===== src/rtl/early_dbc_pkg.sv =====
// Shared types and default parameters for the early-detection debouncer.
// Optional input synchronisers are enabled with EARLY_DBC_SYNC_EN.
package early_dbc_pkg;

  typedef enum logic [1:0] {
    DBC_ZERO  = 2'd0,
    DBC_WAIT1 = 2'd1,
    DBC_ONE   = 2'd2,
    DBC_WAIT0 = 2'd3
  } dbc_state_t;

  localparam int DEF_N          = 4;
  localparam int DEF_TICK_M     = 1_000_000;
  localparam int DEF_WAIT_TICKS = 3;

endpackage


===== src/rtl/early_dbc_chan.sv =====
// One debounce channel: edge-reacting Moore FSM, blanking counter
// and rise/fall edge register.
module early_dbc_chan
  import early_dbc_pkg::*;
#(
  parameter int WAIT_TICKS = DEF_WAIT_TICKS
) (
  input  logic clk,
  input  logic reset_n,
  input  logic tick,
  input  logic btn_s,
  output logic db,
  output logic rise,
  output logic fall
);

  localparam int CW = $clog2(WAIT_TICKS + 1);
  localparam logic [CW-1:0] LOAD = CW'(WAIT_TICKS);
  localparam logic [CW-1:0] LAST = CW'(1);

  dbc_state_t state_q, state_d;
  logic [CW-1:0] cnt_q, cnt_d;
  logic db_q, db_d;

  always_comb begin
    state_d = state_q;
    cnt_d   = cnt_q;
    unique case (state_q)
      DBC_ZERO: begin
        if (btn_s) begin
          state_d = DBC_WAIT1;
          cnt_d   = LOAD;
        end
      end
      DBC_WAIT1, DBC_WAIT0: begin
        // input is only looked at on the last tick of the window
        if (tick) begin
          cnt_d = cnt_q - 1'b1;
          if (cnt_q == LAST) begin
            state_d = btn_s ? DBC_ONE : DBC_ZERO;
          end
        end
      end
      DBC_ONE: begin
        if (!btn_s) begin
          state_d = DBC_WAIT0;
          cnt_d   = LOAD;
        end
      end
      default: begin
        state_d = DBC_ZERO;
        cnt_d   = '0;
      end
    endcase
  end

  assign db   = (state_q == DBC_WAIT1) || (state_q == DBC_ONE);
  assign db_d = db;
  assign rise = db & ~db_q;
  assign fall = ~db & db_q;

  always_ff @(posedge clk or negedge reset_n) begin
    if (!reset_n) begin
      state_q <= DBC_ZERO;
      cnt_q   <= '0;
      db_q    <= 1'b0;
    end else begin
      state_q <= state_d;
      cnt_q   <= cnt_d;
      db_q    <= db_d;
    end
  end

endmodule


===== src/rtl/early_dbc_array.sv =====
// N-channel early-detection debouncer with one shared tick prescaler.
// Define EARLY_DBC_SYNC_EN to put a 2-flop synchroniser on each btn bit.
module early_dbc_array
  import early_dbc_pkg::*;
#(
  parameter int N          = DEF_N,
  parameter int TICK_M     = DEF_TICK_M,
  parameter int WAIT_TICKS = DEF_WAIT_TICKS
) (
  input  logic         clk,
  input  logic         reset_n,
  input  logic [N-1:0] btn,
  output logic [N-1:0] db,
  output logic [N-1:0] rise,
  output logic [N-1:0] fall
);

  localparam int PW = $clog2(TICK_M);
  localparam logic [PW-1:0] PRE_LAST = PW'(TICK_M - 1);

  logic [PW-1:0] pre_q, pre_d;
  logic          tick;
  logic [N-1:0]  btn_s;

  assign tick = (pre_q == PRE_LAST);

  always_comb begin
    pre_d = pre_q + 1'b1;
    if (tick) begin
      pre_d = '0;
    end
  end

  always_ff @(posedge clk or negedge reset_n) begin
    if (!reset_n) begin
      pre_q <= '0;
    end else begin
      pre_q <= pre_d;
    end
  end

`ifdef EARLY_DBC_SYNC_EN
  logic [N-1:0] sync1_q, sync1_d;
  logic [N-1:0] sync2_q, sync2_d;

  assign sync1_d = btn;
  assign sync2_d = sync1_q;

  always_ff @(posedge clk or negedge reset_n) begin
    if (!reset_n) begin
      sync1_q <= '0;
      sync2_q <= '0;
    end else begin
      sync1_q <= sync1_d;
      sync2_q <= sync2_d;
    end
  end

  assign btn_s = sync2_q;
`else
  assign btn_s = btn;
`endif

  for (genvar g = 0; g < N; g++) begin : g_chan
    early_dbc_chan #(
      .WAIT_TICKS(WAIT_TICKS)
    ) u_chan (
      .clk    (clk),
      .reset_n(reset_n),
      .tick   (tick),
      .btn_s  (btn_s[g]),
      .db     (db[g]),
      .rise   (rise[g]),
      .fall   (fall[g])
    );
  end

endmodule


===== config.mk =====
export PLATFORM = sky130hd
export DESIGN_NAME = early_dbc_array
export DESIGN_NICKNAME = d
export VERILOG_FILES = /design/src/rtl/early_dbc_pkg.sv /design/src/rtl/early_dbc_chan.sv /design/src/rtl/early_dbc_array.sv
export SDC_FILE = /design/constraint.sdc
export NUM_CORES = 1
export LEC_CHECK = 0
export ABC_AREA = 1
export ABC_CLOCK_PERIOD_IN_PS = 1300
export CAP_MARGIN = 20
export CORE_UTILIZATION = 53
export DETAILED_ROUTE_END_ITERATION = 7
export MAX_ROUTING_LAYER = met4
export PLACE_DENSITY = 0.76
export SYNTH_ARGS = -nofsm -noshare
export SYNTH_HDL_FRONTEND = slang
export SYNTH_SLANG_ARGS = --single-unit

===== constraint.sdc =====
create_clock -name clk -period 1.3 [get_ports clk]
set_input_delay 0.26 -clock clk [delete_from_list [all_inputs] [get_ports clk]]
set_output_delay 0.26 -clock clk [all_outputs]
set_load 0.02 [all_outputs]

==> summary.md <==
| Metric | Value |
|---|---|
| Ports | 18 |
| DR iter-0 viols | about 170 |
| RSZ-0062 raised after global routing | true |
| Most used DFF post-synth | dfrtp_1 |
| Share of layout cells above drive strength 1 | 48.00% |
| GR Overflow Total | 0 |
| Top post-synthesis cells by area | dfrtp_1 (39%), ha_1 (10%), nand2_1 (9.1%) |
| Die ar. | 0.005092 mm2 |
| Hpwl dp | 3885 um |
| Synth Area in Compound Gates | 5.201% |
| # placed instances | roughly 430 |
| Syn Area/Cell | a little under 8 um2 |
| Final worst slack | -0.3537 ns |
| Violated checks | design-rule violations, negative setup slack |
| Sw Pwr | 3.728 mW |
| Most common cell in the netlist | nand2_1 |
| Final worst path period share | 127.2% |
| FF-to-FF setup slack | -0.35 ns |
| Final Hold Violating Endpoints | 0 |
| Initial core utilization | 56.99% |
| Routed wire length | 7316 um |
| Fill cells | 207 |
| Mean number of vias per cell | 5.431 |
| Synth cell count leaders | nand2_1 (62), inv_1 (53), nor2_1 (44) |
| Core ar. | 0.004474 mm2 |
| Final Max Tran Viols | 0 |
| CP Capture Type | register |
| Crit path top cell by count | nand2_1 |
| CP cell instances | nor2_1 -> nand2_2 -> nor2_4 -> nand3_4 -> nand2_4 -> nand4_1 -> nand2_1 -> nand2_1 |
| Clock Skews | 0.005685 ns |
| Crit path arrival time | between 1.5 and 2 ns |
| Max-cap violations | 0 |
| Synth Area in XOR/XNOR | 2.404% |
| Mux cell area share after synthesis | 1.178% |
| Nets@finish | 427 |
| Leading area contributor after synthesis | dfrtp_1 |
| Flop pwr share | 22.2% |
| FF+latch count, synth | 40 |
| Adder-cell area share of the yosys netlist | 10.30% |
| R2R cell count | 8 |
| Via count | 2455 |
| Crit-path max cell delay | 0.42 ns |
| WS Path Type | register to register |
| DIE WIDTH | 71.36 um |
| Post-synth top area share | 39.25% |
| Place WS | -0.4632 ns |
| Router iterations before antenna repair | 7 |
| RR Startpoint | pre_q[11]$_DFF_PN0_ |
| H-tree depth | 2 |
| Synthesized area | between 0.002 and 0.003 mm2 |
| ANT cells | 0 |
| GP Congestion | 0.8542 |
| Core Util, Final | 85.10% |
| Global-route wire length before repair | 11100 um |
| Switching Fraction | around 44% |
| Final setup viols | 46 |
| CP max FO | 5 |
| Syn nets | 348 |
| Combinational share of power | 66.6% |
| Crit path from | pre_q[11]$_DFF_PN0_ |
| Largest net degree at the start of global routing | 41 |
| Area Overhead vs Synth | 49.31% |
| Worst skew pair latency | 0.30 ns |
| Leakage Power | 1.919 nW |
| CP max-delay cell | dfrtp_1 |
| Clock buffer depth | 2 |
| IO buf count | 17 |
| Worst-path clk slew | 0.08 ns |
| Vias in the first global route | 2429 |
| # clock sinks | 40 |
| Fmax | 604.7 MHz |
| Fin crit period | 1.654 ns |
| Slew @ Worst Pin | 0.3341 ns |
| Number of enable flip-flop cells after synthesis | 0 |
| TritonCTS clock tree | yes |
| # rows | 24 |
| Die H | 71.36 um |
| Routed WL per cell | around 16 um |
| Antenna viol nets, final | 0 |
| Non-Filler Instances | 452 |
| Num CTS Buffers | 5 |
| Pwr Density | between 2000 and 2500 mW/mm2 |
| CTS Root Cell | clkbuf_8 |
| Power Internal | ~4.7 mW |
| Status | complete, but fails checks |
| Setup crit start kind | register |
| Slew margin rel. | 77.28% |
| Asr flop ratio synth | 100.0% |
| Initial antenna violation count | 0 |
| Simple-gate share of the synthesized area | between 20% and 30% |
| Min-delay worst type | input port to async pin |
| Largest family of logic cells by synthesized area | simple AND/OR/NAND/NOR gates |
| Number of synthesis warnings | 0 |
| Power share of the clock group | 11.2% |
| Gr usage total | 29.43% |
| Distinct cells, synth | 31 |
| Register area share after synthesis | 39.25% |
| Critical path required time | roughly 1.5 ns |
| VDD IR max | between 2 and 2.5 mV |
| Post-synthesis instance total | about 320 |
| DRC violations left | 1 |
## flip-flops by register name, indices dropped and copies added, names as in the netlist, named ones only
register / flops
pre_q: 20
g_chan.u_chan.cnt_q: 8
g_chan.u_chan.db_q: 4
g_chan.u_chan.state_q: 4
## cells in the final DEF (no fill, tap or decap), drive strengths merged, types with 2 or more instances in the layout
| cell | n |
|---|---|
| xor2 | 5 |
| ha | 21 |
| dfrtp | 40 |
| clkbuf | 7 |
| buf | 79 |
| mux2i | 3 |
| nand2 | 68 |
| a21oi | 3 |
| o21ai | 13 |
| o211ai | 2 |
| nand4 | 10 |
| inv | 57 |
| nor2 | 49 |
| xnor2 | 2 |
| clkdlybuf4s50 | 4 |
| o21bai | 4 |
| nor3 | 7 |
| nand3 | 20 |
## per-layer routing
| layer | share of wire [%] | GRT usage [%] |
|---|---|---|
| met3 | 5.0 | 5.345 |
| met4 | 4.7 | 12.00 |
| met2 | 54 | 53.12 |
| met1 | 37 | 31.79 |
| met5 | 0 | - |
## critical path: cells and delay by family (launching register included)
family           cells  cell delay [ns]
and+or+nand+nor      8             1.13
DFF                  1             0.42
## timing repair
action                                  4_1_cts  5_1_grt
gates resized for setup                     143       46
setup buffers                                 8        6
pin swaps                                    26       28
hold endpoints to repair                     40        0
hold buffers                                  1        0
cloned                                        1        0
endpoints found under the setup margin       40       46
## how the worst min path moves through the flow
stage | slack (ns) | end
finish | 0.46 | pre_q[4]$_DFF_PN0_
global route | 0.50 | pre_q[4]$_DFF_PN0_
CTS | 0.47 | pre_q[0]$_DFF_PN0_
detailed placement | 0.25 | pre_q[4]$_DFF_PN0_
global placement | 0.25 | pre_q[4]$_DFF_PN0_
floorplan | -0.04 | async pin
## metrics by stage
step | power [mW] | area, um2 | setup TNS [ns] | hold WS [ns]
floorplan | 4.560 | 2591 | -0.4438 | -0.03559
global placement | 5.641 | 3144 | -6.933 | 0.2513
detailed placement | 5.813 | 3144 | -8.408 | 0.2505
CTS | 7.669 | 3600 | -5.785 | 0.4725
global route | 8.910 | 3807 | -11.52 | 0.4952
finish | 8.391 | 3807 | -10.21 | 0.4608
## logic make-up (layout without fill, tap and decap cells)
logic type	after synthesis	after routing
AO/OA/AOI/OAI	23	23
XOR/XNOR	7	7
adder cells (fa/ha/maj)	21	21
buffers and inverters	71	149
flip-flops	40	40
multiplexers	3	3
AND/OR/NAND/NOR	156	157
## final cells by class
| class | instances | area (um2) | share of cell area [%] |
|---|---|---|---|
| Inverter | 58 | 222.7 | 5.850 |
| Sequential cell | 40 | 1002 | 26.32 |
| Multi-Input combinational cell | 211 | 1704 | 44.76 |
| Tap cell | 52 | 65.06 | 1.709 |
| Clock buffer | 7 | 96.34 | 2.530 |
| Timing Repair Buffer | 84 | 716.9 | 18.83 |
## power groups by stage
stage	Sequential, mW	Combinational [mW]	Clock [mW]
6_report	1.86	5.59	0.938
4_1_cts	1.81	4.92	0.938
5_1_grt	1.89	6.03	0.985
2_1_floorplan	1.84	2.72	0
3_5_place_dp	1.81	4.00	0
3_3_place_gp	1.79	3.85	0
Note: power is estimated with default switching activity, not from simulation.
